## config.mk

```make
export PLATFORM = sky130hd
export DESIGN_NAME = turn_signal_arbiter
export DESIGN_NICKNAME = d
export VERILOG_FILES = /design/src/rtl/headlight_pkg.sv /design/src/rtl/input_debounce.sv /design/src/rtl/turn_signal_arbiter.sv
export SDC_FILE = /design/constraint.sdc
export NUM_CORES = 1
export LEC_CHECK = 0
export ABC_AREA = 1
export BUFFER_PORTS_ARGS = -buffer_cell sky130_fd_sc_hd__buf_2
export CORE_ASPECT_RATIO = 1.25
export CORE_MARGIN = 5
export CORE_UTILIZATION = 54
export DETAILED_ROUTE_END_ITERATION = 16
export GPL_TIMING_DRIVEN = 0
export PLACE_DENSITY_LB_ADDON = 0.25
export SYNTH_ARGS = -nofsm -noshare
export SYNTH_HDL_FRONTEND = slang
export SYNTH_SLANG_ARGS = --single-unit
```

## constraint.sdc

```tcl
create_clock -name clk -period 1.4 [get_ports clk]
set_input_delay 0.07 -clock clk [delete_from_list [all_inputs] [get_ports clk]]
set_output_delay 0.07 -clock clk [all_outputs]
set_load 0.1 [all_outputs]
```

## src/rtl/headlight_pkg.sv

```systemverilog
// Shared types and constants for the tail-light front end (arbiter FSM states,
// lamp pattern codes, sequencer step encodings).
`timescale 1ns/1ps
package headlight_pkg;

  typedef enum logic [2:0] {
    ST_IDLE   = 3'd0,
    ST_LEFT   = 3'd1,
    ST_RIGHT  = 3'd2,
    ST_HAZARD = 3'd3,
    ST_CLEAR  = 3'd4
  } arb_state_t;

  localparam logic [2:0] LAMP_OFF  = 3'b000;
  localparam logic [2:0] LAMP_FULL = 3'b111;

  localparam logic [2:0] SEQ_S0 = 3'd0;
  localparam logic [2:0] SEQ_S1 = 3'd1;
  localparam logic [2:0] SEQ_S2 = 3'd2;
  localparam logic [2:0] SEQ_S3 = 3'd3;
  localparam logic [2:0] SEQ_S4 = 3'd4;
  localparam logic [2:0] SEQ_S5 = 3'd5;

  function automatic logic lamps_full(input logic [2:0] p);
    return (p == LAMP_FULL);
  endfunction

  function automatic logic lamps_off(input logic [2:0] p);
    return (p == LAMP_OFF);
  endfunction

  // Command bundle {lt, rt, haz, busy} driven while resident in a state
  function automatic logic [3:0] cmd_of(input arb_state_t s);
    case (s)
      ST_IDLE:   return 4'b0000;
      ST_LEFT:   return 4'b1001;
      ST_RIGHT:  return 4'b0101;
      ST_HAZARD: return 4'b0011;
      ST_CLEAR:  return 4'b0001;
      default:   return 4'b0000;
    endcase
  endfunction

endpackage

```

## src/rtl/input_debounce.sv

```systemverilog
// Two-flop synchroniser followed by a debounce counter: the clean level flips
// only after DEB_CYCLES consecutive synced samples that differ from it.
`timescale 1ns/1ps
module input_debounce #(
  parameter int DEB_CYCLES = 3
) (
  input  logic clk,
  input  logic rst,
  input  logic i_raw,
  output logic o_clean
);

  localparam int CW = (DEB_CYCLES > 1) ? $clog2(DEB_CYCLES) : 1;
  localparam logic [CW-1:0] CNT_LAST = CW'(DEB_CYCLES - 1);

  logic [1:0]    r_sync;
  logic [CW-1:0] r_cnt;
  logic          r_clean;

  // Synchronise, then count the run of samples disagreeing with the clean level
  always_ff @(posedge clk or negedge rst) begin
    if (!rst) begin
      r_sync  <= 2'b00;
      r_cnt   <= '0;
      r_clean <= 1'b0;
    end else begin
      r_sync <= {r_sync[0], i_raw};
      if (r_sync[1] != r_clean) begin
        if (r_cnt == CNT_LAST) begin
          r_clean <= r_sync[1];
          r_cnt   <= '0;
        end else begin
          r_cnt <= r_cnt + CW'(1);
        end
      end else begin
        r_cnt <= '0;
      end
    end
  end

  assign o_clean = r_clean;

endmodule

```

## src/rtl/turn_signal_arbiter.sv

```systemverilog
// Turn/hazard arbiter: debounced levers, IDLE/LEFT/RIGHT/HAZARD/CLEAR FSM,
// step-tick prescaler and lane-change sweep counter, all outputs registered.
`timescale 1ns/1ps
module turn_signal_arbiter
  import headlight_pkg::*;
#(
  parameter int TICK_DIV    = 4,
  parameter int DEB_CYCLES  = 3,
  parameter int LANE_BLINKS = 2
) (
  input  logic       clk,
  input  logic       rst,
  input  logic       lt_req,
  input  logic       rt_req,
  input  logic       haz_req,
  input  logic       lane_mode,
  input  logic       cancel,
  input  logic [2:0] li,
  input  logic [2:0] ri,
  output logic       lt,
  output logic       rt,
  output logic       haz,
  output logic       tick,
  output logic       busy
);

  localparam int PW = $clog2(TICK_DIV);
  localparam int SW = (LANE_BLINKS > 1) ? $clog2(LANE_BLINKS) : 1;
  localparam logic [PW-1:0] PRE_LAST = PW'(TICK_DIV - 1);
  localparam logic [SW-1:0] SW_LAST  = SW'(LANE_BLINKS - 1);

  logic w_lt_c, w_rt_c, w_hz_c;

  input_debounce #(.DEB_CYCLES(DEB_CYCLES)) u_deb_lt (.clk(clk), .rst(rst), .i_raw(lt_req),  .o_clean(w_lt_c));
  input_debounce #(.DEB_CYCLES(DEB_CYCLES)) u_deb_rt (.clk(clk), .rst(rst), .i_raw(rt_req),  .o_clean(w_rt_c));
  input_debounce #(.DEB_CYCLES(DEB_CYCLES)) u_deb_hz (.clk(clk), .rst(rst), .i_raw(haz_req), .o_clean(w_hz_c));

  arb_state_t    r_state;
  logic [3:0]    r_cmd;
  logic [PW-1:0] r_pre;
  logic [SW-1:0] r_sw;
  logic          r_lane;
  logic          r_tick;

  logic       w_in_turn, w_mine, w_other, w_sweep, w_lane_done;
  logic       w_idle_go, w_idle_haz, w_entry, w_next_idle;
  logic       w_turn_exit, w_haz_exit, w_to_idle;
  logic [2:0] w_own;

  assign w_in_turn   = (r_state == ST_LEFT) || (r_state == ST_RIGHT);
  assign w_mine      = (r_state == ST_LEFT) ? w_lt_c : w_rt_c;
  assign w_other     = (r_state == ST_LEFT) ? w_rt_c : w_lt_c;
  assign w_own       = (r_state == ST_RIGHT) ? ri : li;
  assign w_sweep     = r_tick && lamps_full(w_own);
  assign w_lane_done = w_sweep && (r_sw == SW_LAST);

  assign w_idle_haz  = w_hz_c || (w_lt_c && w_rt_c);
  assign w_idle_go   = w_hz_c || w_lt_c || w_rt_c;
  assign w_entry     = (r_state == ST_IDLE) && w_idle_go;
  assign w_to_idle   = (r_state == ST_CLEAR) && lamps_off(li) && lamps_off(ri);
  assign w_next_idle = ((r_state == ST_IDLE) && !w_idle_go) || w_to_idle;

  // A latched lane-change turn ignores release and ends on its sweep budget
  assign w_turn_exit = cancel || w_hz_c || w_other || (r_lane ? w_lane_done : !w_mine);
  assign w_haz_exit  = cancel || (!w_hz_c && !(w_lt_c && w_rt_c));

  // Arbitration FSM with Moore-registered command bundle
  always_ff @(posedge clk or negedge rst) begin
    if (!rst) begin
      r_state <= ST_IDLE;
      r_cmd   <= 4'b0000;
      r_lane  <= 1'b0;
    end else begin
      case (r_state)
        ST_IDLE: begin
          if (w_idle_haz) begin
            r_state <= ST_HAZARD;
            r_cmd   <= cmd_of(ST_HAZARD);
          end else if (w_lt_c) begin
            r_state <= ST_LEFT;
            r_cmd   <= cmd_of(ST_LEFT);
            r_lane  <= lane_mode;
          end else if (w_rt_c) begin
            r_state <= ST_RIGHT;
            r_cmd   <= cmd_of(ST_RIGHT);
            r_lane  <= lane_mode;
          end else begin
            r_cmd   <= cmd_of(ST_IDLE);
          end
        end
        ST_LEFT, ST_RIGHT: begin
          if (w_turn_exit) begin
            r_state <= ST_CLEAR;
            r_cmd   <= cmd_of(ST_CLEAR);
          end else begin
            r_cmd   <= cmd_of(r_state);
          end
        end
        ST_HAZARD: begin
          if (w_haz_exit) begin
            r_state <= ST_CLEAR;
            r_cmd   <= cmd_of(ST_CLEAR);
          end else begin
            r_cmd   <= cmd_of(ST_HAZARD);
          end
        end
        ST_CLEAR: begin
          if (w_to_idle) begin
            r_state <= ST_IDLE;
            r_cmd   <= cmd_of(ST_IDLE);
          end else begin
            r_cmd   <= cmd_of(ST_CLEAR);
          end
        end
        default: begin
          r_state <= ST_IDLE;
          r_cmd   <= 4'b0000;
          r_lane  <= 1'b0;
        end
      endcase
    end
  end

  // Step prescaler: restarts with each new command, parked at zero while idle
  always_ff @(posedge clk or negedge rst) begin
    if (!rst) begin
      r_pre  <= '0;
      r_tick <= 1'b0;
    end else begin
      r_tick <= (r_pre == PRE_LAST) && !w_entry && !w_next_idle;
      if (w_entry || w_next_idle) begin
        r_pre <= '0;
      end else if (r_pre == PRE_LAST) begin
        r_pre <= '0;
      end else begin
        r_pre <= r_pre + PW'(1);
      end
    end
  end

  // Completed own-side sweeps since the turn began
  always_ff @(posedge clk or negedge rst) begin
    if (!rst) begin
      r_sw <= '0;
    end else if (w_entry) begin
      r_sw <= '0;
    end else if (w_in_turn && w_sweep && (r_sw != SW_LAST)) begin
      r_sw <= r_sw + SW'(1);
    end else begin
      r_sw <= r_sw;
    end
  end

  assign lt   = r_cmd[3];
  assign rt   = r_cmd[2];
  assign haz  = r_cmd[1];
  assign busy = r_cmd[0];
  assign tick = r_tick;

endmodule
```

==> impl_metrics.xml, run 1 <==
<?xml version="1.0" encoding="UTF-8"?>
<metrics>
  <group name="run_status">
    <metric name="status" unit="">finished, violations left</metric>
    <metric name="violations_in_the_final_reports" unit="">setup timing</metric>
  </group>
  <group name="detailed_routing">
    <metric name="detail-route-antenna-nets" unit="">0</metric>
    <metric name="detail_route.vias_per_cell" unit="">5.40</metric>
    <metric name="wl_met1" unit="um">1050</metric>
    <metric name="met2RoutedLength" unit="um">1540</metric>
    <metric name="num_vias" unit="">1004</metric>
    <metric name="number_of_drc_violations_after_detailed_routing" unit="">0</metric>
    <metric name="post_route_wl" unit="um">2690</metric>
    <metric name="detail_route.wl_per_cell" unit="um">14.5</metric>
    <metric name="iteration_0_drc_count_of_the_detailed_router" unit="">26</metric>
    <metric name="detailed_routing_iterations_pass_1" unit="">4</metric>
    <metric name="top_signal_layer_used" unit="">met4</metric>
    <metric name="detailroute.wirelength.met3" unit="um">64</metric>
  </group>
  <group name="logic_synthesis">
    <metric name="number_of_flops_mapped_to_enable_cells_by_yosys" unit="">0</metric>
    <metric name="postSynthRegisterBits" unit="">27</metric>
    <metric name="ys.flop_type" unit="">dfrtp_1</metric>
    <metric name="synth_seq_area_share" unit="">0.571</metric>
    <metric name="synth_top_cell_by_area" unit="">dfrtp_1</metric>
    <metric name="post_synthesis_area_per_instance" unit="sq um">9.24</metric>
    <metric name="synth.distinct_cells" unit="">22</metric>
    <metric name="synth_top_cell_area_share" unit="">0.571</metric>
    <metric name="synthCells" unit="">128</metric>
    <metric name="yosysMostFrequentCell" unit="">dfrtp_1</metric>
    <metric name="synth_fp_nets" unit="">142</metric>
    <metric name="synthesis.yosys.warnings" unit="">0</metric>
    <metric name="syn-cell-area" unit="sq mm">0.00118</metric>
    <metric name="leading_cell_types_by_count_after_synthesis" unit="">dfrtp_1 (27), nand2_1 (23), inv_1 (14)</metric>
    <metric name="synth-async-reset-ratio" unit="">1.00</metric>
    <metric name="synthTopCellsByArea" unit="">dfrtp_1 (57%), nand2_1 (7.3%), nand3_1 (4.7%)</metric>
  </group>
  <group name="global_routing">
    <metric name="grt_start_max_net_pins" unit="">28</metric>
    <metric name="initial_antenna_violation_count" unit="">0</metric>
    <metric name="number_of_global_route_vias_before_repair" unit="">953</metric>
    <metric name="grt.overflow.total" unit="">0</metric>
    <metric name="first_pass_grt_wire_length" unit="um">3790</metric>
    <metric name="track_usage" unit="">0.153</metric>
  </group>
  <group name="sta">
    <metric name="finalSetupViolCount" unit="">3</metric>
    <metric name="post-route-worst-setup-slack" unit="ns">-0.0509</metric>
    <metric name="hold-worst-slack" unit="ns">0.0864</metric>
    <metric name="clock-skew-final" unit="ns">0.00274</metric>
    <metric name="post-route-min-period" unit="ns">1.45</metric>
    <metric name="rsz_0062_raised_after_global_routing" unit="">yes</metric>
    <metric name="worst_relative_slew_slack" unit="">0.596</metric>
    <metric name="max_transition_viols_final" unit="">0</metric>
    <metric name="hold_viol" unit="">0</metric>
    <metric name="clock.fmax" unit="GHz">0.689</metric>
    <metric name="tightestPinTransition" unit="ns">0.606</metric>
    <metric name="layout_worst_path_cycle_share" unit="">1.04</metric>
  </group>
  <group name="worst_setup_path">
    <metric name="worstPathMaxFanout" unit="">5</metric>
    <metric name="cp-start-kind" unit="">flop</metric>
    <metric name="critical-path-slowest-cell" unit="">dfrtp_1</metric>
    <metric name="category_of_the_critical_setup_timing_path" unit="">flop to flop</metric>
    <metric name="timing.critical_path.cells" unit="">a21oi_4 &gt; a21oi_1 &gt; nor3_1 &gt; nand3_1 &gt; o21ai_0</metric>
    <metric name="worstSetupEndpointType" unit="">flop</metric>
    <metric name="worst_path_largest_cell_delay" unit="ns">0.52</metric>
    <metric name="cp_num_buf_inv" unit="">0</metric>
    <metric name="worst-r2r-setup-slack" unit="ns">-0.05</metric>
    <metric name="worst_r2r_endpoint" unit="">r_lane$_DFFE_PN0P_</metric>
    <metric name="cp_data_required_time" unit="ns">1.63</metric>
    <metric name="arrival" unit="ns">1.68</metric>
    <metric name="path_delay_family" unit="">flip-flops</metric>
    <metric name="critical_path.reg2reg.startpoint" unit="">u_deb_rt.o_clean$_DFFE_PN0P_</metric>
    <metric name="reg2reg_depth" unit="">5</metric>
  </group>
  <group name="hold_path">
    <metric name="min_delay_path_depth" unit="">4</metric>
    <metric name="hold_path_class" unit="">input port to flop</metric>
    <metric name="whs_endpoint" unit="">r_cmd[1]$_DFF_PN0_</metric>
    <metric name="min_from" unit="">cancel</metric>
  </group>
  <group name="layout">
    <metric name="postLayoutCoreUtil" unit="">0.708</metric>
    <metric name="fraction_of_final_layout_cells_sized_beyond_drive_strength_1" unit="">0.352</metric>
    <metric name="diodes" unit="">0</metric>
    <metric name="final_net_count" unit="">180</metric>
    <metric name="finish.instance_area" unit="sq mm">0.00151</metric>
    <metric name="area_growth" unit="%">28.0</metric>
    <metric name="finalNonFillerCells" unit="">186</metric>
  </group>
  <group name="die">
    <metric name="design.portCount" unit="">18</metric>
    <metric name="effective_utilization_at_floorplan" unit="">0.553</metric>
    <metric name="fp.dieW" unit="um">51.9</metric>
    <metric name="core" unit="sq mm">0.00214</metric>
    <metric name="die-height" unit="um">62.3</metric>
    <metric name="fp-row-count" unit="">19</metric>
    <metric name="floorplan.die_area" unit="sq mm">0.00323</metric>
  </group>
  <group name="clock_tree">
    <metric name="numClockSinks" unit="">27</metric>
    <metric name="clock_tree.htree_level_count" unit="">1</metric>
    <metric name="clockRootBuffer" unit="">clkbuf_4</metric>
    <metric name="insertion_delay" unit="ns">0.31</metric>
    <metric name="cts_buffer_depth" unit="">2</metric>
    <metric name="cts_inserted_buffers" unit="">3</metric>
    <metric name="clk_pin_slew" unit="ns">0.14</metric>
    <metric name="cts_tree" unit="">built</metric>
  </group>
  <group name="placed_design">
    <metric name="globalplace.congestion" unit="">0.883</metric>
    <metric name="place_ws" unit="ns">-0.0218</metric>
    <metric name="io_buffers" unit="">17</metric>
    <metric name="numPlacedInstances" unit="">166</metric>
    <metric name="detailed_place.area" unit="sq mm">0.00129</metric>
    <metric name="hpwl" unit="um">1640</metric>
  </group>
  <group name="run">
    <metric name="max_cap_violations" unit="">0</metric>
  </group>
  <group name="pwr">
    <metric name="vdd.ir_drop.worst" unit="mV">1.26</metric>
    <metric name="pwr_per_cell_area" unit="mW/mm^2">2290</metric>
    <metric name="power.static_leakage" unit="nW">0.751</metric>
  </group>
</metrics>
report_power, final:
| part | leakage, nW | switching [mW] | internal, mW |
|---|---|---|---|
| Clock | 0.0150 | 0.217 | 0.111 |
| Sequential | 0.332 | 0.236 | 1.04 |
| Combinational | 0.404 | 1.22 | 0.652 |
per-layer routing:
layer  vias to the layer above  track usage
li1                        494            -
met1                       484        0.157
met2                        20        0.283
met3                         6       0.0311
met4                         0       0.0656
met5                         -            0
worst min-delay path: stages:
cell and delay [ns]:
buf_2 0.07, inv_1 0.05, nand4_1 0.11, a21oi_1 0.07
sequential cells by signal, summed over array words and instances (netlist names), 2 cells and up:
name             count
r_cmd                4
r_state              3
r_pre                2
u_deb_hz.r_cnt       2
u_deb_hz.r_sync      2
u_deb_lt.r_cnt       2
u_deb_lt.r_sync      2
u_deb_rt.r_cnt       2
u_deb_rt.r_sync      2
cell usage in the layout (no fill, tap or decap), drive strengths merged:
master       count
buf             29
dfrtp           27
nand2           24
inv             18
nand3           13
nor2            13
nor3             9
o21ai            8
a21oi            6
dlygate4sd3      5
clkbuf           4
nand4            3
xnor2            3
o21a             2
ha               1
worst max path at each step:
stage | startpoint | to | slack (ns) | cells past startpoint
5_1_grt | u_deb_rt.o_clean$_DFFE_PN0P_ | r_state[0]$_DFFE_PN0P_ | -0.12 | 8
6_report | u_deb_rt.o_clean$_DFFE_PN0P_ | r_lane$_DFFE_PN0P_ | -0.05 | 5
4_1_cts | r_state[1]$_DFFE_PN0P_ | r_pre[0]$_DFF_PN0_ | -0.0001 | 7
3_3_place_gp | r_state[0]$_DFFE_PN0P_ | r_state[0]$_DFFE_PN0P_ | 0.004 | 8
2_1_floorplan | tick$_DFF_PN0_ | r_state[0]$_DFFE_PN0P_ | 0.16 | 5
3_5_place_dp | r_state[0]$_DFFE_PN0P_ | r_state[1]$_DFFE_PN0P_ | -0.02 | 8
metrics by stage:
stage / TNS (ns) / total power, mW
2_1_floorplan: 0 / 2.41
3_3_place_gp: 0 / 2.65
3_5_place_dp: -0.0413 / 2.72
4_1_cts: -0.000131 / 3.08
5_1_grt: -0.556 / 3.73
6_report: -0.119 / 3.47
cell type report:
class | count | area (sq um)
sequential | 27 | 681
fill | 149 | 626
multi-input combinational | 82 | 485
timing repair buffer | 33 | 218
inverter | 18 | 70.1
clock buffer | 4 | 26.3
tap | 21 | 26.3
buffer | 1 | 7.51
kinds of logic after synthesis:
group	after synthesis	share of synthesized area
simple gates	62	0.254
flops	27	0.571
compound gates	16	0.0783
xor+xnor	3	0.0222
fa+ha+maj	1	0.0106
buf+inv	19	0.0635
repair_timing:
| action | 4_1_cts | 5_1_grt |
|---|---|---|
| hold endpoints to repair | 30 | 1 |
| resized for setup | 1 | 17 |
| setup endpoints to repair | 3 | 7 |
| pin swaps | 1 | 5 |
| hold buffers | 4 | 1 |
| buffers inserted | 1 | 10 |
Note: power is estimated with default switching activity, not from simulation.
==> run 2, diff against run 1 <==
--- a/config.mk
+++ b/config.mk
@@ -9,10 +9,11 @@
 export BUFFER_PORTS_ARGS = -buffer_cell sky130_fd_sc_hd__buf_2
 export CORE_ASPECT_RATIO = 1.25
 export CORE_MARGIN = 5
-export CORE_UTILIZATION = 54
+export CORE_UTILIZATION = 30
 export DETAILED_ROUTE_END_ITERATION = 16
 export GPL_TIMING_DRIVEN = 0
 export PLACE_DENSITY_LB_ADDON = 0.25
 export SYNTH_ARGS = -nofsm -noshare
 export SYNTH_HDL_FRONTEND = slang
 export SYNTH_SLANG_ARGS = --single-unit
+export TNS_END_PERCENT = 50
==> constraint.sdc (replaced) <==
create_clock -name clk -period 1.3 [get_ports clk]
set_input_delay 0.065 -clock clk [delete_from_list [all_inputs] [get_ports clk]]
set_output_delay 0.065 -clock clk [all_outputs]
set_load 0.1 [all_outputs]
==> run 2 against run 1 <==
  * The run still ends with setup timing left
  * Routed wire length is 12% lower
  * Clock-buffer cell count is 1 lower
  * Worst hold slack got worse by 0.038 ns
  * Critical path type unchanged
  * Critical endpoint is now r_state[0]$_DFFE_PN0P_
==> impl_metrics.xml, run 2 (synthesized netlist as in run 1, its figures left out) <==
<?xml version="1.0" encoding="UTF-8"?>
<metrics>
  <group name="detailed_routing">
    <metric name="number_of_drc_violations_after_detailed_routing" unit="">0</metric>
    <metric name="detail-route-antenna-nets" unit="">0</metric>
    <metric name="post_route_wl" unit="um">2360</metric>
    <metric name="num_vias" unit="">946</metric>
    <metric name="detail_route.wl_per_cell" unit="um">11.0</metric>
    <metric name="detail_route.vias_per_cell" unit="">4.40</metric>
    <metric name="iteration_0_drc_count_of_the_detailed_router" unit="">48</metric>
    <metric name="detailed_routing_iterations_pass_1" unit="">4</metric>
  </group>
  <group name="layout">
    <metric name="diodes" unit="">0</metric>
    <metric name="final_net_count" unit="">176</metric>
    <metric name="layout.cells.most_common" unit="">dfrtp_1</metric>
    <metric name="area_growth" unit="%">33.3</metric>
    <metric name="top_register" unit="">r_cmd</metric>
    <metric name="biggestRegsByFlops" unit="">r_cmd x4, r_state x3</metric>
    <metric name="fraction_of_final_layout_cells_sized_beyond_drive_strength_1" unit="">0.391</metric>
    <metric name="largest_register_ffs" unit="">4</metric>
    <metric name="layout.cells.most_common_list" unit="">dfrtp_1 (20), nand2_1 (18), buf_2 (17)</metric>
    <metric name="finish.instance_area" unit="sq mm">0.00158</metric>
  </group>
  <group name="placed_design">
    <metric name="hpwl" unit="um">1710</metric>
    <metric name="io_buffers" unit="">17</metric>
    <metric name="detailed_place.area" unit="sq mm">0.00134</metric>
    <metric name="globalplace.congestion" unit="">0.874</metric>
    <metric name="place_ws" unit="ns">-0.112</metric>
  </group>
  <group name="die">
    <metric name="core" unit="sq mm">0.00378</metric>
    <metric name="design.portCount" unit="">18</metric>
    <metric name="fp-row-count" unit="">25</metric>
    <metric name="effective_utilization_at_floorplan" unit="">0.312</metric>
    <metric name="die-height" unit="um">80.2</metric>
    <metric name="fp.dieW" unit="um">66.2</metric>
    <metric name="floorplan.die_area" unit="sq mm">0.00530</metric>
  </group>
  <group name="sta">
    <metric name="clock.fmax" unit="GHz">0.756</metric>
    <metric name="clock-skew-final" unit="ns">0.0103</metric>
    <metric name="finalSetupViolCount" unit="">3</metric>
    <metric name="post-route-min-period" unit="ns">1.32</metric>
    <metric name="tightestPinTransition" unit="ns">0.579</metric>
    <metric name="post-route-worst-setup-slack" unit="ns">-0.0225</metric>
    <metric name="hold_viol" unit="">0</metric>
    <metric name="worst_relative_slew_slack" unit="">0.614</metric>
    <metric name="layout_worst_path_cycle_share" unit="">1.02</metric>
    <metric name="rsz_0062_raised_after_global_routing" unit="">yes</metric>
    <metric name="max_transition_viols_final" unit="">0</metric>
  </group>
  <group name="clock_tree">
    <metric name="cts_inserted_buffers" unit="">3</metric>
    <metric name="numClockSinks" unit="">27</metric>
    <metric name="clockRootBuffer" unit="">clkbuf_8</metric>
    <metric name="insertion_delay" unit="ns">0.28</metric>
    <metric name="clk_pin_slew" unit="ns">0.10</metric>
    <metric name="clock_tree.htree_level_count" unit="">1</metric>
    <metric name="cts_buffer_depth" unit="">2</metric>
    <metric name="cts_tree" unit="">built</metric>
  </group>
  <group name="run_status">
    <metric name="violations_in_the_final_reports" unit="">setup timing</metric>
    <metric name="status" unit="">finished, violations left</metric>
  </group>
  <group name="run">
    <metric name="max_cap_violations" unit="">0</metric>
  </group>
  <group name="worst_setup_path">
    <metric name="worst_setup_path_startpoint" unit="">u_deb_hz.o_clean$_DFFE_PN0P_</metric>
    <metric name="arrival" unit="ns">1.55</metric>
    <metric name="category_of_the_critical_setup_timing_path" unit="">flop to flop</metric>
    <metric name="worstSetupEndpointType" unit="">flop</metric>
    <metric name="worstPathMaxFanout" unit="">5</metric>
    <metric name="critPathCapture" unit="">r_state[0]$_DFFE_PN0P_</metric>
    <metric name="reg2reg_depth" unit="">9</metric>
    <metric name="critical_path.reg2reg.startpoint" unit="">u_deb_hz.o_clean$_DFFE_PN0P_</metric>
    <metric name="worst-r2r-setup-slack" unit="ns">-0.02</metric>
    <metric name="cp-start-kind" unit="">flop</metric>
    <metric name="worst_r2r_endpoint" unit="">r_state[0]$_DFFE_PN0P_</metric>
    <metric name="cp_data_required_time" unit="ns">1.52</metric>
  </group>
  <group name="global_routing">
    <metric name="number_of_global_route_vias_before_repair" unit="">939</metric>
    <metric name="track_usage" unit="">0.102</metric>
    <metric name="initial_antenna_violation_count" unit="">0</metric>
    <metric name="grt_start_max_net_pins" unit="">28</metric>
    <metric name="grt.overflow.total" unit="">0</metric>
    <metric name="first_pass_grt_wire_length" unit="um">4090</metric>
  </group>
  <group name="pwr">
    <metric name="pwr_per_cell_area" unit="mW/mm^2">2440</metric>
    <metric name="p_total" unit="mW">3.84</metric>
    <metric name="vdd.ir_drop.worst" unit="mV">0.630</metric>
    <metric name="power.static_leakage" unit="nW">0.745</metric>
  </group>
  <group name="hold_path">
    <metric name="hold_path_class" unit="">input port to flop</metric>
    <metric name="min_delay_path_depth" unit="">3</metric>
    <metric name="min_from" unit="">lane_mode</metric>
  </group>
</metrics>
==> run 2: cell count changes in the layout (fill, tap and decap cells not counted), sizes merged <==
cell / before / now
dlygate4sd3: 5 / 4
clkinv: 0 / 1
clkinvlp: 0 / 1
buf: 29 / 26
inv: 18 / 17
clkbuf: 4 / 3
==> run 2: timing repair <==
action                                 in CTS  in global routing
buffers inserted                            6                  3
hold buffers                                4                  0
gates cloned                                0                  0
pin swaps                                   4                  9
endpoints found under the hold margin      30                  0
resized for setup                          12                 15
setup endpoints to repair                  10                 11
==> run 2: power by group <==
part / internal (mW) / switching (mW)
sequential: 1.13 / 0.318
combinational: 0.690 / 1.22
clock: 0.218 / 0.267
==> run 2: final cells by class <==
cell class | instances | area, sq um
inverter | 18 | 75.1
timing repair buffer | 30 | 193
fill | 385 | 2210
tap | 54 | 67.6
clock buffer | 3 | 41.3
multi-input combinational | 82 | 508
clock inverter | 1 | 7.51
sequential | 27 | 684
==> run 2: worst min path at each step <==
stage / end
after CTS: r_lane$_DFFE_PN0P_
final: r_lane$_DFFE_PN0P_
after detailed placement: r_state[1]$_DFFE_PN0P_
after global placement: r_cmd[1]$_DFF_PN0_
after floorplan: r_cmd[0]$_DFF_PN0_
after global routing: r_lane$_DFFE_PN0P_
==> run 2: worst max-delay path, stage by stage, from the launching register on <==
cell and delay (ns):
dfrtp_2 0.46, inv_2 0.09, nand2_1 0.07, a21oi_2 0.13, nand2_2 0.08, nor2_4 0.11
nand3_2 0.11, nand2_2 0.09, nand2_1 0.05, nand2_1 0.06
==> run 2: metal layers <==
layer  routed length (um)  vias up  share of wire  GRT usage
li1                     -      483              -          -
met1                  992      433           0.42      0.119
met2                 1170       25           0.50      0.168
met3                  144        5          0.061     0.0252
met4                   56        0          0.024     0.0549
met5                    0        -              0          0
==> run 2: stage by stage <==
step / hold WS [ns] / util / setup TNS [ns] / cells
floorplan: -0.231 / - / 0 / 128
global placement: 0.0984 / 0.353 / -0.428 / 199
detailed placement: 0.114 / 0.353 / -0.404 / 199
CTS: 0.0439 / 0.398 / -0.0702 / 212
global route: 0.0493 / 0.417 / -0.513 / 215
finish: 0.0485 / 0.417 / -0.0459 / 215
==> run 3, diff against run 2 <==
==> constraint.sdc (replaced) <==
create_clock -name clk -period 1.1 [get_ports clk]
set_input_delay 0.055 -clock clk [delete_from_list [all_inputs] [get_ports clk]]
set_output_delay 0.055 -clock clk [all_outputs]
set_load 0.1 [all_outputs]
==> run 3 against run 2 <==
  * The flow still finishes with violations (setup timing)
  * Routed wire length grew 4.5%
  * Sequential share of layout area fell by 1.8 points
  * Worst setup slack worse by 0.22 ns
  * Non-clock buffer count increased by 6
  * Highest routed layer unchanged
  * Core utilization is 1.9 points higher
  * Combinational power grew 35%
  * Clock power is 14% higher
  * Critical endpoint is now r_state[1]$_DFFE_PN0P_
==> impl_metrics.xml, run 3 (synthesized netlist as in run 1, its figures left out) <==
<?xml version="1.0" encoding="UTF-8"?>
<metrics>
  <group name="sta">
    <metric name="clock-skew-final" unit="ns">0.00242</metric>
    <metric name="post-route-worst-setup-slack" unit="ns">-0.243</metric>
    <metric name="rsz_0062_raised_after_global_routing" unit="">yes</metric>
    <metric name="layout_worst_path_cycle_share" unit="">1.22</metric>
    <metric name="clock.fmax" unit="GHz">0.745</metric>
    <metric name="max_transition_viols_final" unit="">0</metric>
    <metric name="worst_relative_slew_slack" unit="">0.603</metric>
    <metric name="fin_tns_setup" unit="ns">-1.90</metric>
    <metric name="tightestPinTransition" unit="ns">0.595</metric>
    <metric name="finalSetupViolCount" unit="">11</metric>
    <metric name="post-route-min-period" unit="ns">1.34</metric>
    <metric name="hold_viol" unit="">0</metric>
  </group>
  <group name="detailed_routing">
    <metric name="detail_route.wl_per_cell" unit="um">11.2</metric>
    <metric name="detail-route-antenna-nets" unit="">0</metric>
    <metric name="number_of_drc_violations_after_detailed_routing" unit="">0</metric>
    <metric name="post_route_wl" unit="um">2470</metric>
    <metric name="iteration_0_drc_count_of_the_detailed_router" unit="">27</metric>
    <metric name="detailed_routing_iterations_pass_1" unit="">4</metric>
    <metric name="num_vias" unit="">975</metric>
    <metric name="detail_route.vias_per_cell" unit="">4.41</metric>
  </group>
  <group name="layout">
    <metric name="finalNonFillerCells" unit="">221</metric>
    <metric name="final_net_count" unit="">182</metric>
    <metric name="layout.cells.most_common_list" unit="">dfrtp_1 (21), nand2_1 (17), buf_4 (14)</metric>
    <metric name="area_growth" unit="%">39.4</metric>
    <metric name="layout.cells.most_common" unit="">dfrtp_1</metric>
    <metric name="top_register" unit="">r_cmd</metric>
    <metric name="largest_register_ffs" unit="">4</metric>
    <metric name="diodes" unit="">0</metric>
    <metric name="biggestRegsByFlops" unit="">r_cmd x4, r_state x3</metric>
    <metric name="fraction_of_final_layout_cells_sized_beyond_drive_strength_1" unit="">0.407</metric>
  </group>
  <group name="pwr">
    <metric name="vdd.ir_drop.worst" unit="mV">1.03</metric>
    <metric name="p_total" unit="mW">4.79</metric>
    <metric name="pwr_per_cell_area" unit="mW/mm^2">2910</metric>
    <metric name="power.static_leakage" unit="nW">0.786</metric>
  </group>
  <group name="clock_tree">
    <metric name="insertion_delay" unit="ns">0.27</metric>
    <metric name="numClockSinks" unit="">27</metric>
    <metric name="cts_buffer_depth" unit="">2</metric>
    <metric name="clk_pin_slew" unit="ns">0.09</metric>
    <metric name="cts_tree" unit="">built</metric>
    <metric name="clockRootBuffer" unit="">clkbuf_8</metric>
    <metric name="clock_tree.htree_level_count" unit="">1</metric>
    <metric name="cts_inserted_buffers" unit="">3</metric>
  </group>
  <group name="die">
    <metric name="effective_utilization_at_floorplan" unit="">0.312</metric>
    <metric name="die-height" unit="um">80.2</metric>
    <metric name="fp.dieW" unit="um">66.2</metric>
    <metric name="design.portCount" unit="">18</metric>
    <metric name="floorplan.die_area" unit="sq mm">0.00530</metric>
    <metric name="core" unit="sq mm">0.00378</metric>
    <metric name="fp-row-count" unit="">25</metric>
  </group>
  <group name="worst_setup_path">
    <metric name="worstSetupEndpointType" unit="">flop</metric>
    <metric name="cp_data_required_time" unit="ns">1.31</metric>
    <metric name="worstPathMaxFanout" unit="">6</metric>
    <metric name="cp-start-kind" unit="">flop</metric>
    <metric name="category_of_the_critical_setup_timing_path" unit="">flop to flop</metric>
    <metric name="worst-r2r-setup-slack" unit="ns">-0.24</metric>
    <metric name="arrival" unit="ns">1.55</metric>
  </group>
  <group name="run_status">
    <metric name="violations_in_the_final_reports" unit="">setup timing</metric>
    <metric name="status" unit="">finished, violations left</metric>
  </group>
  <group name="global_routing">
    <metric name="grt_start_max_net_pins" unit="">28</metric>
    <metric name="track_usage" unit="">0.101</metric>
    <metric name="number_of_global_route_vias_before_repair" unit="">976</metric>
    <metric name="initial_antenna_violation_count" unit="">0</metric>
    <metric name="grt.overflow.total" unit="">0</metric>
    <metric name="first_pass_grt_wire_length" unit="um">4080</metric>
  </group>
  <group name="placed_design">
    <metric name="numPlacedInstances" unit="">199</metric>
    <metric name="hpwl" unit="um">1690</metric>
    <metric name="io_buffers" unit="">17</metric>
    <metric name="globalplace.congestion" unit="">0.845</metric>
  </group>
  <group name="hold_path">
    <metric name="hold_path_class" unit="">input port to flop</metric>
  </group>
  <group name="run">
    <metric name="max_cap_violations" unit="">0</metric>
  </group>
</metrics>
-- run 3: changes by cell type in the layout (fill, tap and decap cells not counted), moves of 2 or more --
| cell | before | now |
|---|---|---|
| clkbuf_4 | 0 | 4 |
| buf_2 | 17 | 12 |
| buf_6 | 0 | 2 |
| buf_4 | 9 | 14 |
| dfrtp_2 | 7 | 5 |
-- run 3: final timing paths --
| path | from | end | cells past startpoint |
|---|---|---|---|
| max in group asynchronous | rst | tick$_DFF_PN0_ | 2 |
| setup / recovery | r_state[0]$_DFFE_PN0P_ | r_state[1]$_DFFE_PN0P_ | 9 |
| setup reg to reg | r_state[0]$_DFFE_PN0P_ | r_state[1]$_DFFE_PN0P_ | 9 |
| min in group asynchronous | rst | u_deb_rt.r_sync[1]$_DFF_PN0_ | 2 |
| hold reg to reg | u_deb_lt.r_sync[0]$_DFF_PN0_ | u_deb_lt.r_sync[1]$_DFF_PN0_ | 0 |
| hold / removal | lane_mode | r_lane$_DFFE_PN0P_ | 3 |
-- run 3: cell type report --
class / instances / area (sq um)
well taps: 54 / 67.6
multi-input cells: 82 / 518
clock inverters: 1 / 5.00
clock buffers: 3 / 41.3
repair buffers: 35 / 246
inverters: 18 / 72.6
fillers: 392 / 2140
flip-flops and latches: 27 / 686
plain buffers: 1 / 11.3
-- run 3: report_power, final --
group	internal [mW]	switching, mW
registers	1.33	0.316
clock network	0.254	0.301
logic	1.02	1.56
total	2.61	2.18
-- run 3: per-stage QoR --
| step | setup slack [ns] | hold slack (ns) | utilization | instance area (sq um) |
|---|---|---|---|---|
| after CTS | -0.218 | 0.0222 | 0.418 | 1580 |
| after detailed placement | -0.331 | 0.110 | 0.354 | 1340 |
| after floorplan | -0.109 | -0.241 | - | 1190 |
| after global placement | -0.326 | 0.0937 | 0.354 | 1340 |
| after global routing | -0.327 | 0.0272 | 0.435 | 1650 |
| final | -0.243 | 0.0258 | 0.435 | 1650 |
-- run 3: worst max-delay path: stages, from the launching register on --
cell and delay (ns):
dfrtp_2 0.47, buf_6 0.13, nand3_4 0.09, nand2_2 0.08, nand2_2 0.07, nor2_4 0.14, nand3_4 0.10, nand2_2 0.09
nand2_1 0.05, nand2_1 0.06
-- run 3: metal layers --
metal,wire [um],vias to the layer above,track usage
met1,1030,456,0.111
met2,1270,21,0.177
met3,130,4,0.0210
met5,0,-,0
met4,40,0,0.0549
li1,-,494,-
-- run 3: what timing repair did --
item,CTS,global route
hold endpoints to repair,30,0
gates resized for setup,21,14
hold buffers,4,0
setup buffers,11,3
pin swaps,4,6
setup endpoints to repair,12,18
